--- config.mk ---
export PLATFORM = sky130hd
export DESIGN_NAME = rv_mem_arbiter
export DESIGN_NICKNAME = d
export VERILOG_FILES = /design/src/rtl/configPackage.sv /design/src/rtl/rr_arbiter.sv /design/src/rtl/rv_mem_arbiter.sv
export SDC_FILE = /design/constraint.sdc
export NUM_CORES = 1
export LEC_CHECK = 0
export CORE_UTILIZATION = 55
export DETAILED_ROUTE_END_ITERATION = 12
export DONT_BUFFER_PORTS = 1
export GPL_TIMING_DRIVEN = 0
export HOLD_SLACK_MARGIN = 0.12
export PLACE_DENSITY = 0.66
export SYNTH_ARGS = -nofsm -noshare
export SYNTH_HDL_FRONTEND = slang
export SYNTH_SLANG_ARGS = --single-unit
export TNS_END_PERCENT = 50
--- constraint.sdc ---
create_clock -name clk -period 3.8 [get_ports clk]
set_clock_uncertainty 0.2 [all_clocks]
set_input_delay 0.57 -clock clk [delete_from_list [all_inputs] [get_ports clk]]
set_output_delay 0.57 -clock clk [all_outputs]
set_load 0.1 [all_outputs]
--- src/rtl/configPackage.sv ---
// Shared types and constants for the RISC-V memory channel arbiter.
package configPackage;

  localparam int RV_ADDR_W = 20;
  localparam int RV_DATA_W = 16;
  localparam int RV_DS_W   = 2;
  localparam int WCNT_W    = 16;

  typedef enum logic [1:0] {
    IDLE = 2'd0,
    WAIT = 2'd1,
    CAPT = 2'd2,
    DONE = 2'd3
  } rv_arb_state_t;

  function automatic logic [WCNT_W-1:0] sat_inc(input logic [WCNT_W-1:0] v);
    return (v == {WCNT_W{1'b1}}) ? v : v + {{(WCNT_W-1){1'b0}}, 1'b1};
  endfunction

endpackage

--- src/rtl/rr_arbiter.sv ---
// Combinational round-robin selector: the search starts one past the last winner.
module rr_arbiter #(
  parameter  int N     = 3,
  localparam int IDX_W = $clog2(N)
) (
  input  logic [N-1:0]     req,
  input  logic [IDX_W-1:0] last,
  output logic [N-1:0]     gnt,
  output logic [IDX_W-1:0] gnt_idx
);

  logic             found;
  logic [IDX_W-1:0] cand;

  always_comb begin
    gnt     = '0;
    gnt_idx = '0;
    found   = 1'b0;
    cand    = '0;
    for (int off = 1; off <= N; off++) begin
      cand = IDX_W'((int'(last) + off) % N);
      if (!found && req[cand]) begin
        found      = 1'b1;
        gnt[cand]  = 1'b1;
        gnt_idx    = cand;
      end
    end
  end

endmodule

--- src/rtl/rv_mem_arbiter.sv ---
// Round-robin arbiter sharing the SDRAM controller's RISC-V toggle-handshake
// channel between I-fetch, data and loader requesters.
module rv_mem_arbiter
  import configPackage::*;
#(
  parameter int NPORT       = 3,
  parameter int TIMEOUT_CYC = 1024
) (
  input  logic                        clk,
  input  logic                        resetn,
  input  logic [NPORT-1:0]            m_valid,
  input  logic [NPORT-1:0]            m_we,
  input  logic [NPORT*RV_ADDR_W-1:0]  m_addr,
  input  logic [NPORT*RV_DATA_W-1:0]  m_din,
  input  logic [NPORT*RV_DS_W-1:0]    m_ds,
  output logic [NPORT-1:0]            m_ready,
  output logic [RV_DATA_W-1:0]        m_dout,
  output logic [RV_ADDR_W-1:0]        rv_addr,
  output logic [RV_DATA_W-1:0]        rv_din,
  output logic [RV_DS_W-1:0]          rv_ds,
  output logic                        rv_we,
  output logic                        rv_req,
  input  logic                        rv_req_ack,
  input  logic [RV_DATA_W-1:0]        rv_dout,
  output logic                        busy,
  output logic                        err_timeout
);

  localparam int          IDX_W  = $clog2(NPORT);
  localparam logic [31:0] TO_LIM = 32'(TIMEOUT_CYC);

  rv_arb_state_t state, state_nxt;

  logic [IDX_W-1:0]     grant;
  logic [IDX_W-1:0]     last;
  logic [IDX_W-1:0]     win_idx;
  logic [NPORT-1:0]     win_oh;
  logic [WCNT_W-1:0]    wait_cnt;
  logic [WCNT_W-1:0]    wait_cnt_inc;
  logic                 ack_match;
  logic                 any_valid;
  logic                 take;

  logic [RV_ADDR_W-1:0] sel_addr;
  logic [RV_DATA_W-1:0] sel_din;
  logic [RV_DS_W-1:0]   sel_ds;
  logic                 sel_we;

  rr_arbiter #(.N(NPORT)) u_rr (
    .req     (m_valid),
    .last    (last),
    .gnt     (win_oh),
    .gnt_idx (win_idx)
  );

  assign any_valid    = |m_valid;
  assign ack_match    = (rv_req_ack == rv_req);
  assign take         = (state == IDLE) && any_valid;
  assign wait_cnt_inc = sat_inc(wait_cnt);

  // One-hot AND-OR mux of the winning port's request fields
  always_comb begin
    sel_addr = '0;
    sel_din  = '0;
    sel_ds   = '0;
    sel_we   = 1'b0;
    for (int i = 0; i < NPORT; i++) begin
      if (win_oh[i]) begin
        sel_addr = sel_addr | m_addr[i*RV_ADDR_W +: RV_ADDR_W];
        sel_din  = sel_din  | m_din[i*RV_DATA_W +: RV_DATA_W];
        sel_ds   = sel_ds   | m_ds[i*RV_DS_W +: RV_DS_W];
        sel_we   = sel_we   | m_we[i];
      end
    end
  end

  always_ff @(posedge clk or negedge resetn) begin
    if (!resetn) begin
      state <= IDLE;
    end else begin
      state <= state_nxt;
    end
  end

  always_comb begin
    state_nxt = state;
    case (state)
      IDLE:    if (any_valid) state_nxt = WAIT;
      WAIT:    if (ack_match) state_nxt = rv_we ? DONE : CAPT;
      CAPT:    state_nxt = DONE;
      DONE:    state_nxt = IDLE;
      default: state_nxt = IDLE;
    endcase
  end

  // Request latch and toggle: rv_* stay frozen from one grant to the next
  always_ff @(posedge clk or negedge resetn) begin
    if (!resetn) begin
      rv_addr <= '0;
      rv_din  <= '0;
      rv_ds   <= '0;
      rv_we   <= 1'b0;
      rv_req  <= 1'b0;
      grant   <= '0;
      last    <= IDX_W'(NPORT - 1);
    end else if (take) begin
      rv_addr <= sel_addr;
      rv_din  <= sel_din;
      rv_ds   <= sel_ds;
      rv_we   <= sel_we;
      rv_req  <= ~rv_req;
      grant   <= win_idx;
      last    <= win_idx;
    end
  end

  // The toggle pair cannot be resynchronised, so a timeout only flags and keeps waiting
  always_ff @(posedge clk or negedge resetn) begin
    if (!resetn) begin
      wait_cnt    <= '0;
      err_timeout <= 1'b0;
    end else if (take) begin
      wait_cnt <= '0;
    end else if (state == WAIT && !ack_match) begin
      wait_cnt <= wait_cnt_inc;
      if ({16'd0, wait_cnt_inc} >= TO_LIM) begin
        err_timeout <= 1'b1;
      end
    end
  end

  always_ff @(posedge clk or negedge resetn) begin
    if (!resetn) begin
      m_dout <= '0;
    end else if (state == CAPT) begin
      m_dout <= rv_dout;
    end
  end

  always_comb begin
    m_ready = '0;
    if (state == DONE) begin
      m_ready[grant] = 1'b1;
    end
  end

  assign busy = (state != IDLE);

endmodule

==> results of run 1 <==
==> area by class of cell <==
cell class / count / area (um^2) / area share
buffer: 33 / 163 / 0.0354
clock buffer: 9 / 124 / 0.0269
clock inverter: 7 / 62.6 / 0.0136
inverter: 12 / 45.0 / 0.00979
tap: 99 / 124 / 0.0269
timing repair buffer: 4 / 67.6 / 0.0147
sequential: 78 / 1950 / 0.425
multi-input combinational: 323 / 2060 / 0.448
==> logic make-up after synthesis <==
logic type      Yosys count  share of synthesized area
simple gates            171                      0.183
fa+ha+maj                 9                     0.0267
buf+inv                  45                     0.0493
xor+xnor                 12                     0.0249
mux                      22                     0.0570
flops                    78                      0.464
compound gates          109                      0.195
==> routing by layer <==
metal	GRT usage	wire, um
met1	0.345	4560
met2	0.480	5750
met3	0.0637	781
met4	0.102	230
met5	0	0
==> registers in the layout (all words and copies together), names as in the netlist <==
name,flops
err_timeout,1
grant,2
last,1
m_dout,16
rv_addr,20
rv_din,16
rv_ds,2
rv_req,1
rv_we,1
state,2
wait_cnt,16
==> cells in the final DEF (no fill, tap or decap), drive strengths merged, types with 4 or more instances in the layout <==
master and n:
mux2 16, a31oi 42, mux2i 6, clkbuf 22, nand2 55, dfrtp 77
nor3b 4, nor3 7, buf 23, xnor2 5, xor2 7, and3 6
nand3 9, a32oi 39, inv 16, nor2 69, nand4 7, o21ai 8
ha 9
==> worst paths after layout <==
check | slack (ns) | start | depth (start not counted) | end
worst max-delay path | 0.76 | state[0]$_DFFE_PN0P_ | 7 | wait_cnt[9]$_DFFE_PN0P_
worst min-delay path | 0.15 | m_ds[5] | 2 | rv_ds[1]$_DFFE_PN0P_
worst max register to register | 0.76 | state[0]$_DFFE_PN0P_ | 7 | wait_cnt[9]$_DFFE_PN0P_
worst min register to register | 0.34 | last[1]$_DFFE_PN1P_ | 2 | last[1]$_DFFE_PN1P_
max in group asynchronous | 2.49 | resetn | 2 | last[1]$_DFFE_PN1P_
min in group asynchronous | 0.55 | resetn | 2 | wait_cnt[14]$_DFFE_PN0P_
==> metrics by stage <==
stage               std cells   util  hold slack, ns
floorplan                 446      -          0.0744
global placement          545  0.592          0.0763
detailed placement        547  0.597          0.0760
CTS                       565  0.628           0.142
global route              565  0.628           0.141
finish                    565  0.628           0.153
==> timing repair <==
item / in CTS / in global routing
setup endpoints to repair: 0 / 0
hold buffers: 2 / 0
hold endpoints to repair: 78 / 0
==> worst max-delay path: stages (launching register included) <==
cell and delay [ns]:
dfrtp_1 0.45, inv_1 0.11, ha_1 0.16, inv_1 0.40
nor2_1 0.72, buf_2 0.34, buf_1 0.41, nor2_1 0.10
==> flow_metrics.tcl, run 1 <==
set metrics [dict create \
    status "finished clean" \
    grt_pass1_vias 3306 \
    detail-route-antenna-nets 0 \
    syn_area_per_cell_um2 9.45 \
    syn_inst 446 \
    setup_ws_ns 0.757 \
    synth_area_um2 4210 \
    drtIter0Drc 227 \
    rows 31 \
    path_class "reg2reg" \
    synth_nets 594 \
    rsz0062_at_grt "no" \
    num_vias 3557 \
    fmax_mhz 329 \
    clockRootBuffer "clkbuf_8" \
    post_synth_num_cell_types 51 \
    cp-start-kind "flip-flop" \
    finalHoldViolCount 0 \
    grt_pass1_wl_um 16600 \
    die_h_um 89.5 \
    design_area_um2 4600 \
    nFillCells 619 \
    drt-total-wl_um 11300 \
    yosysTopAreaCellShare 0.457 \
    htreeDepth 3 \
    post_drt_wl_per_cell_um 20.0 \
    dp_slack_ns 0.701 \
    num_antenna_cells 0 \
    ys_ff_latch 78 \
    avgViaCountPerCell 6.30 \
    yosys-top-cells-area "dfrtp_1, a32oi_1, nor2_1" \
    path_max_fanout 10 \
    grt-ovfl-total 0 \
    antenna_found_initial 0 \
    placed_area_um2 4380 \
    post-route-min-period_ns 3.04 \
    dieWidth_um 89.5 \
    firstDrtPassIters 5 \
    finalCritPeriodShare 0.801 \
    synth.most_common_cell "dfrtp_1" \
    setup_viol 0 \
    yosys-top-cells-count "dfrtp_1, nor2_1, nand2_1, a31oi_1, a32oi_1" \
    drv_slew 0 \
    place.gp.congestion 0.857 \
    initial_core_util 0.575 \
    core_um2 7330 \
    clkTransAtPathRegs_ns 0.10 \
    synth_warnings 0 \
    min_path_type "in2reg" \
    synth_edf_count 0 \
    crit_required_ns 3.81 \
    cts_max_path_buffers 2 \
    worstMarginPinSlew_ns 1.02 \
    place_hpwl_um 8510 \
    grt_usage 0.280 \
    arrival_ns 3.06 \
    cp-end-kind "flip-flop" \
    synth_largest_area_cell "dfrtp_1" \
    synth-seq-area-share 0.464 \
    slew_headroom 0.321 \
    ios 200 \
    layout.nets 609 \
    cts_tree "yes" \
    cts_setup_buffers 0 \
    clk_latency_ns 0.35 \
    drive_gt1_frac 0.137 \
    finalSetupTns_ns 0 \
    grt_max_degree 79 \
    dieArea_um2 8010 \
    numPortBuffers 0 \
    ys.flop_type "dfrtp_1" \
    drcViolationCount 0 \
    area_growth_pct 9.21 \
    async_flop_share 1.00 \
    numCtsBuffers 9 \
    drv_cap 0 \
    cts.sinks 78 \
    post_cts_resized 0 \
]
Power of run 1 is not shown: default switching activity piles up to over one toggle a cycle in this logic, so the estimate is an artifact.
==> run 2, diff against run 1 <==
ABC_AREA = 1   (was default)
clock period = 2.9 ns   (was 3.8 ns; I/O delays follow)
==> run 2 against run 1 <==
  * First-iteration DRC count is 11% lower
  * Global-route usage grew 5.0 points
  * Cell count increased by 52%
  * Sequential cell count did not move
  * Setup slack worse by 0.39 ns
  * Routed wire length rose by 22%
  * Count of clock-buffer cells in the layout stayed put
  * Maximum frequency is 20% higher
  * Register-to-register slack got worse by 0.39 ns
  * Highest routed layer unchanged
==> flow_metrics.tcl, run 2 <==
set metrics [dict create \
    ys.flop_type "dfrtp_1" \
    hold_path_end "rv_addr[8]$_DFFE_PN0P_" \
    detail-route-antenna-nets 0 \
    ios 200 \
    syn_inst 641 \
    post_cts_resized 0 \
    ys_ff_latch 78 \
    post_synth_num_cell_types 29 \
    synth_warnings 0 \
    final_cells 858 \
    cp-start-kind "flip-flop" \
    min-delay-start "m_addr[28]" \
    hold_depth 4 \
    yosys-top-cells-area "dfrtp_1, nand2_1, nor2_1" \
    drtIter0Drc 201 \
    finalCritPeriodShare 0.875 \
    finalSetupTns_ns 0 \
    num_vias 4635 \
    final_common_cell "nand2_1" \
    num_antenna_cells 0 \
    reg2reg_slack_ns 0.36 \
    crit_required_ns 2.98 \
    cts_max_path_buffers 2 \
    cp-end-kind "flip-flop" \
    grt_pass1_vias 4595 \
    grt-ovfl-total 0 \
    r2r_start "grant[0]$_DFFE_PN0P_" \
    rows 32 \
    path_class "reg2reg" \
    cp_slowest_cell "dfrtp_1" \
    rsz0062_at_grt "no" \
    dieWidth_um 92.1 \
    design_area_um2 5820 \
    htreeDepth 3 \
    clkTransAtPathRegs_ns 0.09 \
    multiInputGateArea_um2 2260 \
    core_um2 7810 \
    syn_area_per_cell_um2 6.96 \
    clk_latency_ns 0.35 \
    synth_area_um2 4460 \
    grt_pass1_wl_um 21700 \
    reg2regPathDepth 14 \
    arrival_ns 2.61 \
    initial_core_util 0.572 \
    synth_largest_area_cell "dfrtp_1" \
    area_growth_pct 30.4 \
    place_hpwl_um 8700 \
    async_flop_share 1.00 \
    firstDrtPassIters 5 \
    numPortBuffers 0 \
    drcViolationCount 0 \
    synth-seq-area-share 0.438 \
    status "finished clean" \
    seq_area_um2 1950 \
    finalHoldViolCount 0 \
    timing.rr.end "rv_addr[3]$_DFFE_PN0P_" \
    drv_slew 0 \
    synth_nets 789 \
    cts_tree "yes" \
    worstPathCellList "inv_1 -> ha_1 -> inv_2 -> nand2_1 -> nand3_2 -> nand2_2 -> nor2_4 -> nand3_1 -> nand2_1 -> buf_2 -> nand2_1 -> nand2_1 -> nor2_1 -> nor2_1" \
    dieArea_um2 8480 \
    placed_cells 746 \
    drive_gt1_frac 0.0807 \
    post_drt_wl_per_cell_um 16.1 \
    yosysTopAreaCellShare 0.432 \
    drt-total-wl_um 13800 \
    max_flop_register "rv_addr" \
    placed_area_um2 4650 \
    clockRootBuffer "clkbuf_8" \
    fmax_mhz 394 \
    antenna_found_initial 0 \
    numCtsBuffers 9 \
    slew_headroom 0.340 \
    final_cell_mix "nand2_1, nor2_1, dlygate4sd3_1" \
    min_path_type "in2reg" \
    cts_setup_buffers 0 \
    avgViaCountPerCell 5.40 \
    hold_slack_ns 0.116 \
    path_max_fanout 10 \
    post-route-min-period_ns 2.54 \
    layout.nets 899 \
    grt_max_degree 79 \
    path_common_cell "nand2_1" \
    synth_edf_count 0 \
    nFillCells 586 \
    drv_cap 0 \
    max_stage_delay_ns 0.45 \
    grt_usage 0.329 \
    worstMarginPinSlew_ns 0.990 \
    place.gp.congestion 0.896 \
    largest_reg_flops 20 \
    cts.sinks 78 \
    yosys-top-cells-count "nand2_1, nor2_1, dfrtp_1, inv_1, nand3_1" \
    die_h_um 92.1 \
    setup_viol 0 \
    synth.most_common_cell "nand2_1" \
]
## run 2: changes by cell type after synthesis, sizes merged, moves of 4 or more
cell | before | now
a31oi | 42 | 0
a32oi | 39 | 0
and3 | 6 | 0
buf | 20 | 12
inv | 12 | 39
mux2i | 6 | 0
nand2 | 55 | 266
nand3 | 9 | 30
nor2 | 69 | 134
nor3b | 4 | 0
o21ai | 8 | 13
xnor2 | 5 | 1
## run 2: stage by stage
| step | util | setup WS, ns |
|---|---|---|
| floorplan | - | -0.318 |
| global placement | 0.588 | -0.458 |
| detailed placement | 0.596 | 0.440 |
| CTS | 0.745 | 0.410 |
| global route | 0.745 | 0.122 |
| finish | 0.745 | 0.364 |
## run 2: area by class of cell
type | instances | share of cell area
clock buffer | 9 | 0.0213
multi-input combinational | 501 | 0.388
buffer | 23 | 0.0211
clock inverter | 7 | 0.0112
sequential | 78 | 0.336
inverter | 39 | 0.0252
tap | 102 | 0.0219
timing repair buffer | 99 | 0.176
## run 2: worst max-delay path, delay by kind of cell, from the launching register on
family,cells,cell delay [ns]
DFF,1,0.45
adders and majority gates,1,0.41
buffers and inverters,3,0.54
and+or+nand+nor,10,0.85
## run 2: kinds of logic (layout without fill, tap and decap cells)
group | after synthesis | in the layout | synth area share
buf+inv | 62 | 177 | 0.0603
xor+xnor | 7 | 7 | 0.0137
simple gates | 443 | 443 | 0.391
mux | 16 | 16 | 0.0404
flops | 78 | 78 | 0.438
compound gates | 26 | 26 | 0.0322
fa+ha+maj | 9 | 9 | 0.0252
## run 2: worst max path at each step
stage | from | end | slack, ns | depth (start not counted)
5_1_grt | grant[0]$_DFFE_PN0P_ | rv_addr[3]$_DFFE_PN0P_ | 0.12 | 13
3_5_place_dp | grant[0]$_DFFE_PN0P_ | rv_addr[0]$_DFFE_PN0P_ | 0.44 | 14
4_1_cts | grant[0]$_DFFE_PN0P_ | rv_addr[2]$_DFFE_PN0P_ | 0.41 | 14
3_3_place_gp | state[1]$_DFFE_PN0P_ | m_ready[0] | -0.46 | 3
6_report | grant[0]$_DFFE_PN0P_ | rv_addr[3]$_DFFE_PN0P_ | 0.36 | 14
2_1_floorplan | state[1]$_DFFE_PN0P_ | m_ready[0] | -0.32 | 3
## run 2: routing by layer
layer	vias up	wire length (um)	GRT usage	share of wire
li1	2198	-	-	-
met1	2103	5170	0.375	0.37
met2	283	6820	0.585	0.49
met3	51	1270	0.0697	0.091
met4	0	589	0.158	0.043
met5	-	0	0	0
## run 2: what timing repair did
item / CTS / global route
setup endpoints to repair: 0 / 0
endpoints found under the hold margin: 128 / 0
hold buffers: 96 / 0
Power of run 2 is left out for the same reason.
